==> src/rtl/ibex_wb_arbiter.sv <==
// ibex_wb_arbiter: shares the integer register-file write port between ID/EX results,
// LSU load responses and a queued FPU result stream. LSU always wins; a FIFO head that
// has waited StarveLimit cycles pre-empts ID/EX. Also answers a pending-write hazard query.
// Optional perf counters are built when IBEX_WB_ARB_PERF_EN is defined.
module ibex_wb_arbiter #(
  parameter int unsigned FifoDepth   = 2,
  parameter int unsigned StarveLimit = 4,
  parameter int unsigned DataWidth   = 32
) (
  input  logic                        clk_i,
  input  logic                        rst_i,
  input  logic                        id_we_i,
  input  logic [4:0]                  id_waddr_i,
  input  logic [DataWidth-1:0]        id_wdata_i,
  output logic                        id_ready_o,
  input  logic                        lsu_we_i,
  input  logic [4:0]                  lsu_waddr_i,
  input  logic [DataWidth-1:0]        lsu_wdata_i,
  input  logic                        fpu_valid_i,
  input  logic [4:0]                  fpu_waddr_i,
  input  logic [DataWidth-1:0]        fpu_wdata_i,
  output logic                        fpu_ready_o,
  output logic                        rf_we_o,
  output logic [4:0]                  rf_waddr_o,
  output logic [DataWidth-1:0]        rf_wdata_o,
  output logic [1:0]                  rf_src_o,
  input  logic [4:0]                  hzd_raddr_i,
  output logic                        hzd_o,
  output logic [$clog2(FifoDepth):0]  fifo_count_o,
  output logic [31:0]                 id_stall_cnt_o,
  output logic [15:0]                 starve_cnt_o
);

  localparam int unsigned PtrW = $clog2(FifoDepth);
  localparam int unsigned CntW = PtrW + 1;

  localparam logic [1:0] SrcId  = 2'd0;
  localparam logic [1:0] SrcLsu = 2'd1;
  localparam logic [1:0] SrcFpu = 2'd2;

  logic [4:0]           fifo_addr_q [FifoDepth];
  logic [DataWidth-1:0] fifo_data_q [FifoDepth];
  logic [PtrW-1:0]      rptr_q, wptr_q, entry_off;
  logic [CntW-1:0]      count_q, count_d;
  logic [3:0]           wait_q, wait_d;

  logic                 rf_we_q, rf_we_d;
  logic [4:0]           rf_waddr_q, rf_waddr_d;
  logic [DataWidth-1:0] rf_wdata_q, rf_wdata_d;
  logic [1:0]           rf_src_q, rf_src_d;

  logic fifo_empty, starve, lsu_req, id_req, pop, push, hzd_hit;

  // x0 destinations are not requests; ID only goes when nothing higher-priority blocks it
  assign fifo_empty  = (count_q == '0);
  assign starve      = (wait_q >= 4'(StarveLimit)) & ~fifo_empty;
  assign lsu_req     = lsu_we_i & (lsu_waddr_i != 5'd0);
  assign id_ready_o  = ~lsu_we_i & ~starve;
  assign id_req      = id_we_i & (id_waddr_i != 5'd0) & id_ready_o;
  assign pop         = ~lsu_req & (starve | (~id_req & ~fifo_empty));
  assign fpu_ready_o = (count_q < CntW'(FifoDepth));
  assign push        = fpu_valid_i & fpu_ready_o & (fpu_waddr_i != 5'd0);

  assign rf_we_o      = rf_we_q;
  assign rf_waddr_o   = rf_waddr_q;
  assign rf_wdata_o   = rf_wdata_q;
  assign rf_src_o     = rf_src_q;
  assign fifo_count_o = count_q;

  // Priority grant: LSU, then FIFO head (starved or idle slot), then ID
  always_comb begin
    rf_we_d    = 1'b0;
    rf_waddr_d = rf_waddr_q;
    rf_wdata_d = rf_wdata_q;
    rf_src_d   = rf_src_q;
    if (lsu_req) begin
      rf_we_d    = 1'b1;
      rf_waddr_d = lsu_waddr_i;
      rf_wdata_d = lsu_wdata_i;
      rf_src_d   = SrcLsu;
    end else if (pop) begin
      rf_we_d    = 1'b1;
      rf_waddr_d = fifo_addr_q[rptr_q];
      rf_wdata_d = fifo_data_q[rptr_q];
      rf_src_d   = SrcFpu;
    end else if (id_req) begin
      rf_we_d    = 1'b1;
      rf_waddr_d = id_waddr_i;
      rf_wdata_d = id_wdata_i;
      rf_src_d   = SrcId;
    end
  end

  // FIFO occupancy and head wait counter next state
  always_comb begin
    count_d = count_q;
    unique case ({push, pop})
      2'b10:   count_d = count_q + CntW'(1);
      2'b01:   count_d = count_q - CntW'(1);
      default: count_d = count_q;
    endcase
    wait_d = wait_q;
    if (fifo_empty || pop) begin
      wait_d = 4'd0;
    end else if (wait_q != 4'hf) begin
      wait_d = wait_q + 4'd1;
    end
  end

  // Control state and registered RF write port
  always_ff @(posedge clk_i) begin
    if (rst_i) begin
      rptr_q     <= '0;
      wptr_q     <= '0;
      count_q    <= '0;
      wait_q     <= 4'd0;
      rf_we_q    <= 1'b0;
      rf_waddr_q <= 5'd0;
      rf_wdata_q <= '0;
      rf_src_q   <= SrcId;
    end else begin
      if (push) wptr_q <= wptr_q + 1'b1;
      if (pop)  rptr_q <= rptr_q + 1'b1;
      count_q    <= count_d;
      wait_q     <= wait_d;
      rf_we_q    <= rf_we_d;
      rf_waddr_q <= rf_waddr_d;
      rf_wdata_q <= rf_wdata_d;
      rf_src_q   <= rf_src_d;
    end
  end

  // FIFO storage; validity is tracked by the pointers, so no reset needed
  always_ff @(posedge clk_i) begin
    if (push) begin
      fifo_addr_q[wptr_q] <= fpu_waddr_i;
      fifo_data_q[wptr_q] <= fpu_wdata_i;
    end
  end

  // Hazard: match any occupied FIFO slot or the write currently on the RF port
  always_comb begin
    hzd_hit   = rf_we_q & (rf_waddr_q == hzd_raddr_i);
    entry_off = '0;
    for (int unsigned i = 0; i < FifoDepth; i++) begin
      entry_off = PtrW'(i) - rptr_q;  // distance from head, wraps mod depth
      if ((CntW'(entry_off) < count_q) && (fifo_addr_q[i] == hzd_raddr_i)) begin
        hzd_hit = 1'b1;
      end
    end
  end

  assign hzd_o = (hzd_raddr_i != 5'd0) & hzd_hit;

`ifdef IBEX_WB_ARB_PERF_EN
  logic [31:0] id_stall_cnt_q;
  logic [15:0] starve_cnt_q;

  // Perf: wrapping ID stall count, saturating starve-grant count
  always_ff @(posedge clk_i) begin
    if (rst_i) begin
      id_stall_cnt_q <= 32'd0;
      starve_cnt_q   <= 16'd0;
    end else begin
      if (id_we_i && !id_ready_o) id_stall_cnt_q <= id_stall_cnt_q + 32'd1;
      if (starve && !lsu_req && (starve_cnt_q != 16'hffff)) begin
        starve_cnt_q <= starve_cnt_q + 16'd1;
      end
    end
  end

  assign id_stall_cnt_o = id_stall_cnt_q;
  assign starve_cnt_o   = starve_cnt_q;
`else
  assign id_stall_cnt_o = 32'd0;
  assign starve_cnt_o   = 16'd0;
`endif

endmodule

==> config.mk <==
export PLATFORM = sky130hd
export DESIGN_NAME = ibex_wb_arbiter
export DESIGN_NICKNAME = d
export VERILOG_FILES = /design/src/rtl/ibex_wb_arbiter.sv
export SDC_FILE = /design/constraint.sdc
export NUM_CORES = 1
export LEC_CHECK = 0
export ABC_AREA = 1
export BUFFER_PORTS_ARGS = -buffer_cell sky130_fd_sc_hd__buf_2
export CORE_ASPECT_RATIO = 0.7
export CORE_MARGIN = 8
export CORE_UTILIZATION = 46
export CTS_CLUSTER_DIAMETER = 200
export DETAILED_ROUTE_END_ITERATION = 8
export GPL_ROUTABILITY_DRIVEN = 0
export GPL_TIMING_DRIVEN = 0
export PLACE_DENSITY = 0.77
export SLEW_MARGIN = 20
export SYNTH_ARGS = -nofsm -noshare
export SYNTH_HDL_FRONTEND = slang
export SYNTH_SLANG_ARGS = --single-unit
==> constraint.sdc <==
create_clock -name clk_i -period 2.7 [get_ports clk_i]
set_clock_uncertainty 0.2 [all_clocks]
set_input_delay 0.27 -clock clk_i [delete_from_list [all_inputs] [get_ports clk_i]]
set_output_delay 0.27 -clock clk_i [all_outputs]
set_load 0.02 [all_outputs]
==> summary.md <==
| Metric | Value |
|---|---|
| WL met3 | around 2100 µm |
| Chip width | 153.8 µm |
| Routed len/inst | 17.09 µm |
| DIE HEIGHT | 112.5 µm |
| Pre-antenna DRT Iters | 4 |
| YS warnings | 0 |
| Synth Instances | 684 |
| Post-synth cell types | 31 |
| Part of the cycle the worst path needs | 97.11% |
| Critical Path Start | fifo_count_o[1] |
| Worst flop-to-flop path startpoint | fifo_count_o[1] |
| Worst skew pair latency | 420 ps |
| Top post-synthesis cells by area | edfxtp_1 36%, dfxtp_1 16%, nand2_1 7.9%, buf_4 6.3%, nand4_1 5.3% |
| Post-Syn Area per Cell | just under 9 µm² |
| Placed Area | 7396 µm² |
| Post-detail-place hpwl | 14840 µm |
| Post-synth EDFFs | 74 |
| Fin. Hold Viols | 0 |
| # port buffers | 165 |
| Drt initial violations | 430 |
| Crit path launch type | flip-flop |
| Worst EP required | 2810 ps |
| CTS Buf Count | 17 |
| Worst EP arrival | around 2700 ps |
| All-Layer GR Usage | between 20% and 30% |
| Max frequency | between 0.3 and 0.4 GHz |
| Max-slew headroom | 56.79% |
| Leakage | 4.197 nW |
| Crit. End Element | flip-flop |
| Top Layer Used | met4 |
| Final setup violation count | 0 |
| Pins over their slew limit | 0 |
| Post-synth ARST share | 0% |
| Reg2reg end | rf_wdata_o[3] |
| Routed wl met2 | 8909 µm |
| Mapped Area | 6116 µm² |
| Worst r2r path cells | 10 |
| Root Buffer | clkbuf_16 |
| Yosys top cell area share | ~36% |
| Max Cap Viol | 0 |
| WL met1 | about 9000 µm |
| Clock Pin Slew Worst Setup and Hold Paths | 60 ps |
| Row Count | 35 |
| Nets | 1124 |
| Seq. cell area | between 3000 and 4000 µm² |
| Die area | about 17000 µm² |
| Clock Sinks | roughly 120 |
| Reg2Reg Setup Slack | about 80 ps |
| Via count | 5861 |
| Post-synthesis register bit count | 123 |
| Worst-Margin Slew | about 650 ps |
| Most used flip-flop cell after synthesis | edfxtp_1 |
| Final ANT Viol Nets | 0 |
| Kind of critical path | reg -> reg |
| Via-to-Cell Ratio | 4.959 |
| First-pass GRT wire length | a little over 30000 µm |
| Area Growth Syn to Fin | 45.50% |
| RSZ-0062 raised after global routing | true |
| CTS H-tree lvls | 4 |
| Max VDD drop | 0.4385 mV |
| Most frequent cells after synthesis | 129 x nand2_1, 74 x edfxtp_1, 74 x inv_1 |
| Crit path capture | rf_wdata_o[3] |
| Post-layout util | 68.19% |
| # DRC | 0 |
| Pwr/cell area | 714.9 nW/µm² |
| Final Cell Area | between 8000 and 9000 µm² |
| Grt ovf | 0 |
| Antenna violations before repair | 2 |
| Fillers | 1030 |
| Initial Util | 46.86% |
| Layout cells sized above 1 | between 20% and 30% |
| Crit path time final | around 2600 ps |
| Multi-input logic area | 2303 µm² |
| Synth area leader | edfxtp_1 |
| CTS max path bufs | 2 |
| Hold Worst Slack | 16.97 ps |
| Hold WC Path Type | in -> reg |
| Status | complete, no violations |
| Largest net degree at the start of global routing | 25 |
| Seq/Total Area, Yosys | 52.37% |
| I/O pins | 214 |
| Critical Path Fanout Max | 10 |
| CTS tree | yes |
| Final WL | between 20000 and 25000 µm |
| Most common cell in the netlist | nand2_1 |
| Core box area | 13050 µm² |
| Vias in the first global route | around 5600 |
-- what timing repair did --
item	CTS	global route
setup buffers	0	1
hold endpoints to repair	107	0
gates resized for setup	0	10
setup endpoints to repair	0	13
hold buffers	83	0
-- power breakdown --
part | switching [W] | total (W) | leakage, nW | internal (W)
registers | 0.000104 | 0.00233 | 1.10 | 0.00223
logic | 0.000997 | 0.00160 | 2.79 | 0.000598
clock network | 0.000862 | 0.00244 | 0.313 | 0.00157
total | 0.00196 | 0.00636 | 4.20 | 0.00440
-- per-stage QoR --
| step | std cells | total power, W | setup WS [ps] | setup TNS (ps) |
|---|---|---|---|---|
| after floorplan | 731 | 0.003270 | -238.7 | -17660 |
| after global routing | 1181 | 0.006608 | -4.540 | -4.540 |
| after CTS | 1179 | 0.006330 | 39.63 | 0 |
| final | 1182 | 0.006362 | 78.03 | 0 |
| after detailed placement | 1064 | 0.003778 | 483.0 | 0 |
| after global placement | 1062 | 0.003719 | -922.4 | -67720 |
-- cells in the final DEF (no fill, tap or decap), types with 43 or more instances in the layout --
cell type and instances:
dlygate4sd3_1 83, buf_4 51, edfxtp_1 74, nand2_1 128, inv_1 74, o21ai_0 43
nand4_1 52, buf_2 175, a21oi_1 45, conb_1 48, dfxtp_1 48
-- cell families (layout without fill, tap and decap cells) --
| group | after synthesis | after routing | share of synthesized area (%) |
|---|---|---|---|
| adders and majority gates | 2 | 2 | 0.4091 |
| buffers and inverters | 163 | 446 | 13.46 |
| xor gates and xnor gates | 10 | 10 | 1.432 |
| AOI/OAI and AO/OA | 102 | 102 | 8.613 |
| DFF | 123 | 123 | 52.37 |
| other | 1 | 50 | 0.06132 |
| and+or+nand+nor | 260 | 260 | 19.89 |
| muxes | 23 | 23 | 3.764 |
-- per-layer routing --
metal,track usage [%],up-vias
met5,0,-
met3,8.215,29
met2,34.88,288
met4,7.612,0
li1,-,2871
met1,29.70,2673
-- flip-flops by register name (all words and copies together), names as in the netlist, named ones only --
| name | count |
|---|---|
| rf_wdata_o | 32 |
| rptr_q | 1 |
| fifo_data_q | 64 |
| rf_src_o | 2 |
| wptr_q | 1 |
| fifo_count_o | 2 |
| fifo_addr_q | 10 |
| wait_q | 4 |
| rf_waddr_o | 5 |
| rf_we_o | 1 |
-- area by class of cell --
class	instances	share of cell area, %
sequential	123	36.01
multi-input combinational	445	25.89
timing repair buffer	251	19.32
buffer	83	5.934
clock buffer	18	4.935
inverter	80	3.375
tap	166	2.334
clock inverter	14	2.151
antenna	2	0.05624
-- critical path, cell delays in order (launching register included) --
cell and delay (ps):
dfxtp_1 340, inv_2 140, nand2_2 130, buf_6 170, inv_2 180, nand3_2 210, nand2_2 240, nand2_1 70
o21ai_0 150, nor2_1 110, dlygate4sd3_1 570
-- how the worst min path moves through the flow --
stage                   endpoint            from  cells after the start  slack (ps)
6_report          rf_wdata_o[26]  id_wdata_i[26]                      5          20
5_1_grt           rf_wdata_o[24]  id_wdata_i[24]                      5          20
4_1_cts           rf_wdata_o[26]  id_wdata_i[26]                      5         0.6
3_5_place_dp      rf_wdata_o[25]  rf_wdata_o[25]                      2         260
3_3_place_gp      rf_wdata_o[25]  rf_wdata_o[25]                      2         260
2_1_floorplan  fifo_addr_q[0][0]  fpu_waddr_i[0]                      0         170
(Power assumes the default switching activity.)
